### src/rtl/act_lut_loader.sv
// Streaming loader for the activation coefficient LUT: decodes a header word,
// then turns each accepted coefficient word into one registered LUT write.
module act_lut_loader #(
    parameter int ACT_LUT_DEPTH = 5,
    parameter int ACT_MASK_SIZE = 2,
    parameter int ACT_LUT_SIZE  = 32
) (
    input  logic                     clk,
    input  logic                     rst_n,
    input  logic [ACT_LUT_SIZE-1:0]  in_data,
    input  logic                     in_valid,
    output logic                     in_ready,
    input  logic                     abort,
    output logic                     write_enable,
    output logic [ACT_MASK_SIZE-1:0] write_mask,
    output logic [ACT_LUT_DEPTH-1:0] write_addr,
    output logic [ACT_LUT_SIZE-1:0]  write_data,
    output logic                     busy,
    output logic                     done,
    output logic                     err
);

    localparam int ENTRIES = 1 << ACT_LUT_DEPTH;
    localparam logic [ACT_LUT_DEPTH:0] LAST_ONE = 1;

    typedef enum logic [1:0] {
        S_IDLE = 2'd0,
        S_LOAD = 2'd1,
        S_DONE = 2'd2
    } state_t;

    // Handshake: a word moves on any cycle where in_valid && in_ready.
    // in_ready drops in DONE, under abort, and while reset is asserted.
    state_t                   state;
    logic [ACT_MASK_SIZE-1:0] mask_r;
    logic [ACT_LUT_DEPTH-1:0] addr_r;
    logic [ACT_LUT_DEPTH:0]   remaining;

    logic [15:0]              hdr_count;
    logic [ACT_MASK_SIZE-1:0] hdr_mask;
    logic [ACT_LUT_DEPTH-1:0] hdr_addr;
    logic                     xfer;

    assign hdr_count = in_data[ACT_LUT_SIZE-1 -: 16];
    assign hdr_mask  = in_data[ACT_LUT_DEPTH +: ACT_MASK_SIZE];
    assign hdr_addr  = in_data[ACT_LUT_DEPTH-1:0];
    assign in_ready  = rst_n && !abort && (state != S_DONE);
    assign xfer      = in_valid && in_ready;

    always_ff @(posedge clk or negedge rst_n) begin
        if (!rst_n) begin
            state        <= S_IDLE;
            mask_r       <= '0;
            addr_r       <= '0;
            remaining    <= '0;
            write_enable <= 1'b0;
            write_mask   <= '0;
            write_addr   <= '0;
            write_data   <= '0;
            busy         <= 1'b0;
            done         <= 1'b0;
            err          <= 1'b0;
        end else begin
            write_enable <= 1'b0;
            done         <= 1'b0;
            err          <= 1'b0;
            if (abort) begin
                // Entries already written stay written; the load just ends.
                state <= S_IDLE;
                busy  <= 1'b0;
            end else begin
                case (state)
                    S_IDLE: begin
                        if (xfer && hdr_count != 16'd0) begin
                            if ({16'd0, hdr_count} > 32'(ENTRIES)) begin
                                err <= 1'b1;
                            end else begin
                                mask_r    <= hdr_mask;
                                addr_r    <= hdr_addr;
                                remaining <= hdr_count[ACT_LUT_DEPTH:0];
                                state     <= S_LOAD;
                                busy      <= 1'b1;
                            end
                        end
                    end
                    S_LOAD: begin
                        if (xfer) begin
                            write_enable <= 1'b1;
                            write_mask   <= mask_r;
                            write_addr   <= addr_r;
                            write_data   <= in_data;
                            addr_r       <= addr_r + 1'b1;
                            remaining    <= remaining - 1'b1;
                            if (remaining == LAST_ONE) begin
                                state <= S_DONE;
                                done  <= 1'b1;
                            end
                        end
                    end
                    S_DONE: begin
                        state <= S_IDLE;
                        busy  <= 1'b0;
                    end
                    default: begin
                        state <= S_IDLE;
                        busy  <= 1'b0;
                    end
                endcase
            end
        end
    end

endmodule

### config.mk
export PLATFORM = sky130hd
export DESIGN_NAME = act_lut_loader
export DESIGN_NICKNAME = d
export VERILOG_FILES = /design/src/rtl/act_lut_loader.sv
export SDC_FILE = /design/constraint.sdc
export NUM_CORES = 1
export LEC_CHECK = 0
export ABC_AREA = 1
export CAP_MARGIN = 10
export CELL_PAD_IN_SITES_DETAIL_PLACEMENT = 1
export CELL_PAD_IN_SITES_GLOBAL_PLACEMENT = 2
export CORE_MARGIN = 5
export CORE_UTILIZATION = 29
export CTS_BUF_LIST = sky130_fd_sc_hd__clkbuf_4 sky130_fd_sc_hd__clkbuf_8
export DETAILED_ROUTE_END_ITERATION = 8
export PLACE_DENSITY = 0.87
export SLEW_MARGIN = 20
export SYNTH_ARGS = -nofsm -noshare
export SYNTH_HDL_FRONTEND = slang
export SYNTH_SLANG_ARGS = --single-unit
export TNS_END_PERCENT = 1
### constraint.sdc
create_clock -name clk -period 3.3 [get_ports clk]
set_input_delay 0.33 -clock clk [delete_from_list [all_inputs] [get_ports clk]]
set_output_delay 0.33 -clock clk [all_outputs]
set_load 0.05 [all_outputs]
### Word level (Yosys, flattened, before mapping)

Index checks and enable logic that the tools add are counted.
Widths: inputs -> output; s select.

* register bits: 58
* input bits: 36
* output and inout port bits: 44
* logic and storage cells: 69

* add/subtract/negate cells: 2
* magnitude comparators: 1
* eq/ne operators: 11
* mux-type cells: 29
* bitwise gates (word level): 2
* reduce and logical (&&, ||, !) cells: 13

Operator list (number)
* $mux 6: 3
* $gt 16x6->1 const B: 1
* $reduce_bool 16->1: 1
* $mux 5: 3
* $mux 1: 14
* $ne 3x3->1 const B: 4
* $pmux 6 s2: 1
* $mux 2: 5
* $ne 2x2->1 const B: 5
* $pmux 5 s2: 1
* $reduce_and 4->1: 2
* $eq 6x1->1 const B: 1
* $reduce_and 3->1: 2
* $sub 6x1->6 const B: 1
* $add 5x1->5 const B: 1
* $reduce_and 5->1: 1
* $logic_and 1x1->1: 4
* $pmux 2 s2: 1
* $eq 2x1->1 const B: 1
* $logic_not 2->1: 1
* $not 1->1: 2
* $pmux 1 s2: 1
* $reduce_bool 2->1: 1
* $logic_not 1->1: 1

### Logic depth before layout (Yosys ltp)

* word-level depth: 8
* gate-level depth with buffers: 12
* depth with buffers taken out: 11

### Least setup slack after synthesis

Ideal clock, no wire load.

* kind: flip-flop to flip-flop
* start point: reg state[1]
* end point: reg addr_r[2]
* setup time: 0.117 ns
* arrival time: 1.437 ns
* data required time: 3.183 ns
* slack: 1.747 ns
* stages on the path, launching flop included: 12
* path buffers: 1
* period minus slack after synthesis: 1.553 ns
* cell sequence: dfrtp_1 > nand2_2 > nand3_2 > inv_2 > nand2_4 > nand2_1 > inv_2 > a21oi_4 > nand2_2 > buf_6 > nand2_1 > nand2_1

* word-level cells in the longest chain between the ends: 6
* elaborated cells between the ends (all ways): 12
* classes of those cells: 5 x eq/ne; 1 x mux; 6 x reduce/logical

Ends and longest elaborated chain
* start, declared: line 34 `state_t state;`
* start signal, assigned: line 52 `state <= S_IDLE;`
* start signal, assigned: line 69 `state <= S_IDLE;`
* start signal, assigned: line 81 `state <= S_LOAD;`
* $ne 2x2->1 (*): line 47 `assign in_ready = rst_n && !abort && (state != S_DONE);`
* $logic_and 1x1->1 (*): line 47
* via in_ready: line 12 `output logic in_ready,`
* $logic_and 1x1->1 (*): line 48 `assign xfer = in_valid && in_ready;`
* $logic_and 1x1->1: line 74 `if (xfer && hdr_count != 16'd0) begin`
* $ne 2x2->1 (no line)
* $reduce_and 5->1 (no line) (*)
* end signal, assigned: line 79 `addr_r <= hdr_addr;`
* end signal, assigned: line 92 `addr_r <= addr_r + 1'b1;`
* end, declared: line 36 `logic [ACT_LUT_DEPTH-1:0] addr_r;`

The timed path passes the listed nets; every way through them passes the cells marked *.
A chain may end at the register's enable or synchronous reset.

### Final worst setup path

* start point: reg state[1]
* end point: out in_ready

* word-level cells in the longest chain between the ends: 2

Ends and longest elaborated chain (line)
* $ne 2x2->1: 47
* $logic_and 1x1->1: 47
* end, declared: 12

No other way between the ends.

==> run_results.csv <==
group,metric,value,unit
run_status,status,"completed",
die,start_util,29.58,%
finish,diodes,0,
finish,area.growth.synth_to_final,40.02,%
die,core-area,9153,sq um
clock_tree,cts_tree,"yes",
critical_path,crit_path_max_fanout,5,
sta,timing.setup.tns,0,ns
critical_path,critical-path-slowest-cell,"clkdlybuf4s50_1",
sta,layout_setup_ws,1.123,ns
pwr,intPower,1.144,mW
detailed_routing,wl_per_cell,14.50,microns
critical_path,cp-start-kind,"flop",
synth,ys_top_cells_by_area,"dfrtp_1 54%, nand2_1 19%, o21ai_0 7.8%",
clock_tree,post_cts_resized,0,
clock_tree,clock-sinks,58,
placed_design,dpl.hpwl,5367,microns
synth,yosys.cell_count.top_type,"nand2_1",
detailed_routing,wirelength,7700,microns
global_routing,grt.total_usage,14.10,%
sta,maxSlewHeadroom,50.54,%
clock_tree,clock_latency,0.33,ns
placed_design,gp_congestion,0.7387,
critical_path,cp_data_required_time,2.97,ns
sta,hold_slack,0.2589,ns
synth,ys_seq_area_share,53.60,%
pwr,pwr-share-clk,45.6,%
detailed_routing,detail-route-antenna-nets,0,
sta,slew_violations,0,
placed_design,io_buffer_count,79,
synth,synth_fp_nets,375,
synth,synth_ff_type,"dfrtp_1",
detailed_routing,vias_per_cell,4.655,
run,maxCapViolations,0,
synth,synth_top_area_share,53.60,%
sta,worstMarginPinSlew,0.7418,ns
die,dieHeight,106.6,microns
global_routing,grt_pass1_vias,2618,
sta,clock_skew,0.004560,ns
clock_tree,post_cts_buffers,0,
pwr,power.switching,0.3456,mW
clock_tree,numCtsBuffers,9,
sta,setup_viol_count_final,0,
global_routing,grt_max_degree,59,
synth,syn-instance-count,336,
critical_path,max_stage_delay,0.80,ns
synth,avgSynthCellArea,8.058,sq um
die,die-width,106.6,microns
global_routing,overflow,0,
sta,grt_setup_unrepaired,"no",
clock_tree,cts_hold_buf,0,
die,io_pins,80,
synth,ys_ff_latch,58,
hold_path,min_path_type,"primary input to asynchronous set/reset pin",
critical_path,crit_type,"flop to output pin",
detailed_routing,drt_pass1_iterations,4,
critical_path,critical_path.endpoint_type,"output pin",
clock_tree,htree_levels,3,
global_routing,antenna_found_initial,0,
pwr,finalPower,1.490,mW
critical_path,crit_family,"buffers and inverters",
critical_path,crit_chain,"nand2_2, nand3_2, inv_2, clkdlybuf4s50_1",
sta,hold_violations,0,
placed_design,dp_slack,0.9950,ns
die,core.rowCount,35,
sta,fmax,459.4,MHz
finish,layout.nets,454,
clock_tree,ctsLongestPathBuffers,2,
detailed_routing,drcViolationCount,0,
pwr,power.density,393.0,nW/um^2
synth,yosys-top-cells-count,"137 x nand2_1, 58 x dfrtp_1, 42 x o21ai_0",
synth,synth_cell_types,27,
pwr,ir_drop,0.1794,mV
critical_path,worst-path-buf-inv,2,
detailed_routing,drt_iter0_drc,85,
die,die_area,11370,sq um
detailed_routing,vias,2472,
synth,synth_edf_count,0,
finish,drive_gt1_share,8.333,%
pwr,p_leak,1.898,nW
critical_path,arrival,1.85,ns
pwr,power_frac_seq,47.8,%
clock_tree,cts_root_buffer,"clkbuf_8",
sta,fin_crit_sh,65.97,%
synth,yosysTopAreaCell,"dfrtp_1",
synth,yosys_warnings,0,
clock_tree,path_clk_slew,0.07,ns
synth,netlist_area,2708,sq um
sta,min_period,2.177,ns
synth,synthArstFlopShare,100.0,%
pwr,combPwrFrac,6.5,%
pwr,netSwitchingFraction,23.19,%
global_routing,grt_pass1_wl,12760,microns
worst register-to-register path: cells and delay by family, from the launching register on:
kind	cells	cell delay, ns
flops	1	0.45
simple gates	6	0.99
buf+inv	2	0.42
cell type report:
type,count,area (sq um)
well taps,111,138.9
clock inverters,5,52.55
multi-input cells,247,1117
clock buffers,11,151.4
repair buffers,84,823.3
inverters,15,56.30
fillers,1083,5361
flip-flops and latches,58,1451
stage by stage:
step	cells	area [sq um]	utilization (%)
after floorplan	336	2708	-
after global placement	515	3587	39.19
after detailed placement	515	3587	39.19
after CTS	531	3791	41.42
after global routing	531	3791	41.42
final	531	3791	41.42
kinds of logic after synthesis:
| kind of cell | Yosys count | synth area share (%) |
|---|---|---|
| DFF | 58 | 53.60 |
| xor gates and xnor gates | 1 | 0.3235 |
| buffers and inverters | 31 | 5.129 |
| adders and majority gates | 3 | 1.386 |
| AOI/OAI and AO/OA | 52 | 10.49 |
| and+or+nand+nor | 191 | 29.07 |
cell usage in the layout (no fill, tap or decap), types with 4 or more instances in the layout:
cell type	synthesis	routed
a21oi_1	4	4
nor2_1	22	22
inv_1	11	11
o21ai_0	42	42
clkdlybuf4s50_1	0	78
nand3_1	20	20
dfrtp_1	58	58
clkbuf_8	0	11
inv_2	4	4
nand2_1	137	137
buf_4	2	5
state kept, by name, summed over array words and instances, names as in the netlist:
name,cells
addr_r,5
busy,1
done,1
err,1
mask_r,2
remaining,6
state,2
write_addr,5
write_data,32
write_enable,1
write_mask,2
final timing paths:
path,cells past startpoint,slack [ns],startpoint,to
min in group clk,5,0.47,rst_n,err$_DFF_PN0_
hold / removal,2,0.26,rst_n,addr_r[0]$_DFFE_PN0P_
setup reg to reg,8,1.37,state[1]$_DFFE_PN0P_,write_data[16]$_DFFE_PN0P_
hold reg to reg,2,0.48,addr_r[3]$_DFFE_PN0P_,addr_r[3]$_DFFE_PN0P_
setup / recovery,4,1.12,state[1]$_DFFE_PN0P_,in_ready
max in group asynchronous,2,2.56,rst_n,err$_DFF_PN0_
power groups by stage:
stage               clock, mW  combinational [mW]  sequential [mW]
finish                  0.680              0.0971            0.713
global route            0.733               0.108            0.712
CTS                     0.704               0.101            0.713
detailed placement          0               0.100            0.726
global placement            0              0.0999            0.726
floorplan                   0              0.0250            0.728
metal layers:
layer | wire length [microns] | up-vias | track usage (%)
li1 | - | 1228 | -
met1 | 3431 | 1186 | 17.46
met2 | 3763 | 48 | 23.79
met3 | 406 | 10 | 4.034
met4 | 100 | 0 | 4.384
met5 | 0 | - | 0
Note: power is estimated with default switching activity, not from simulation.
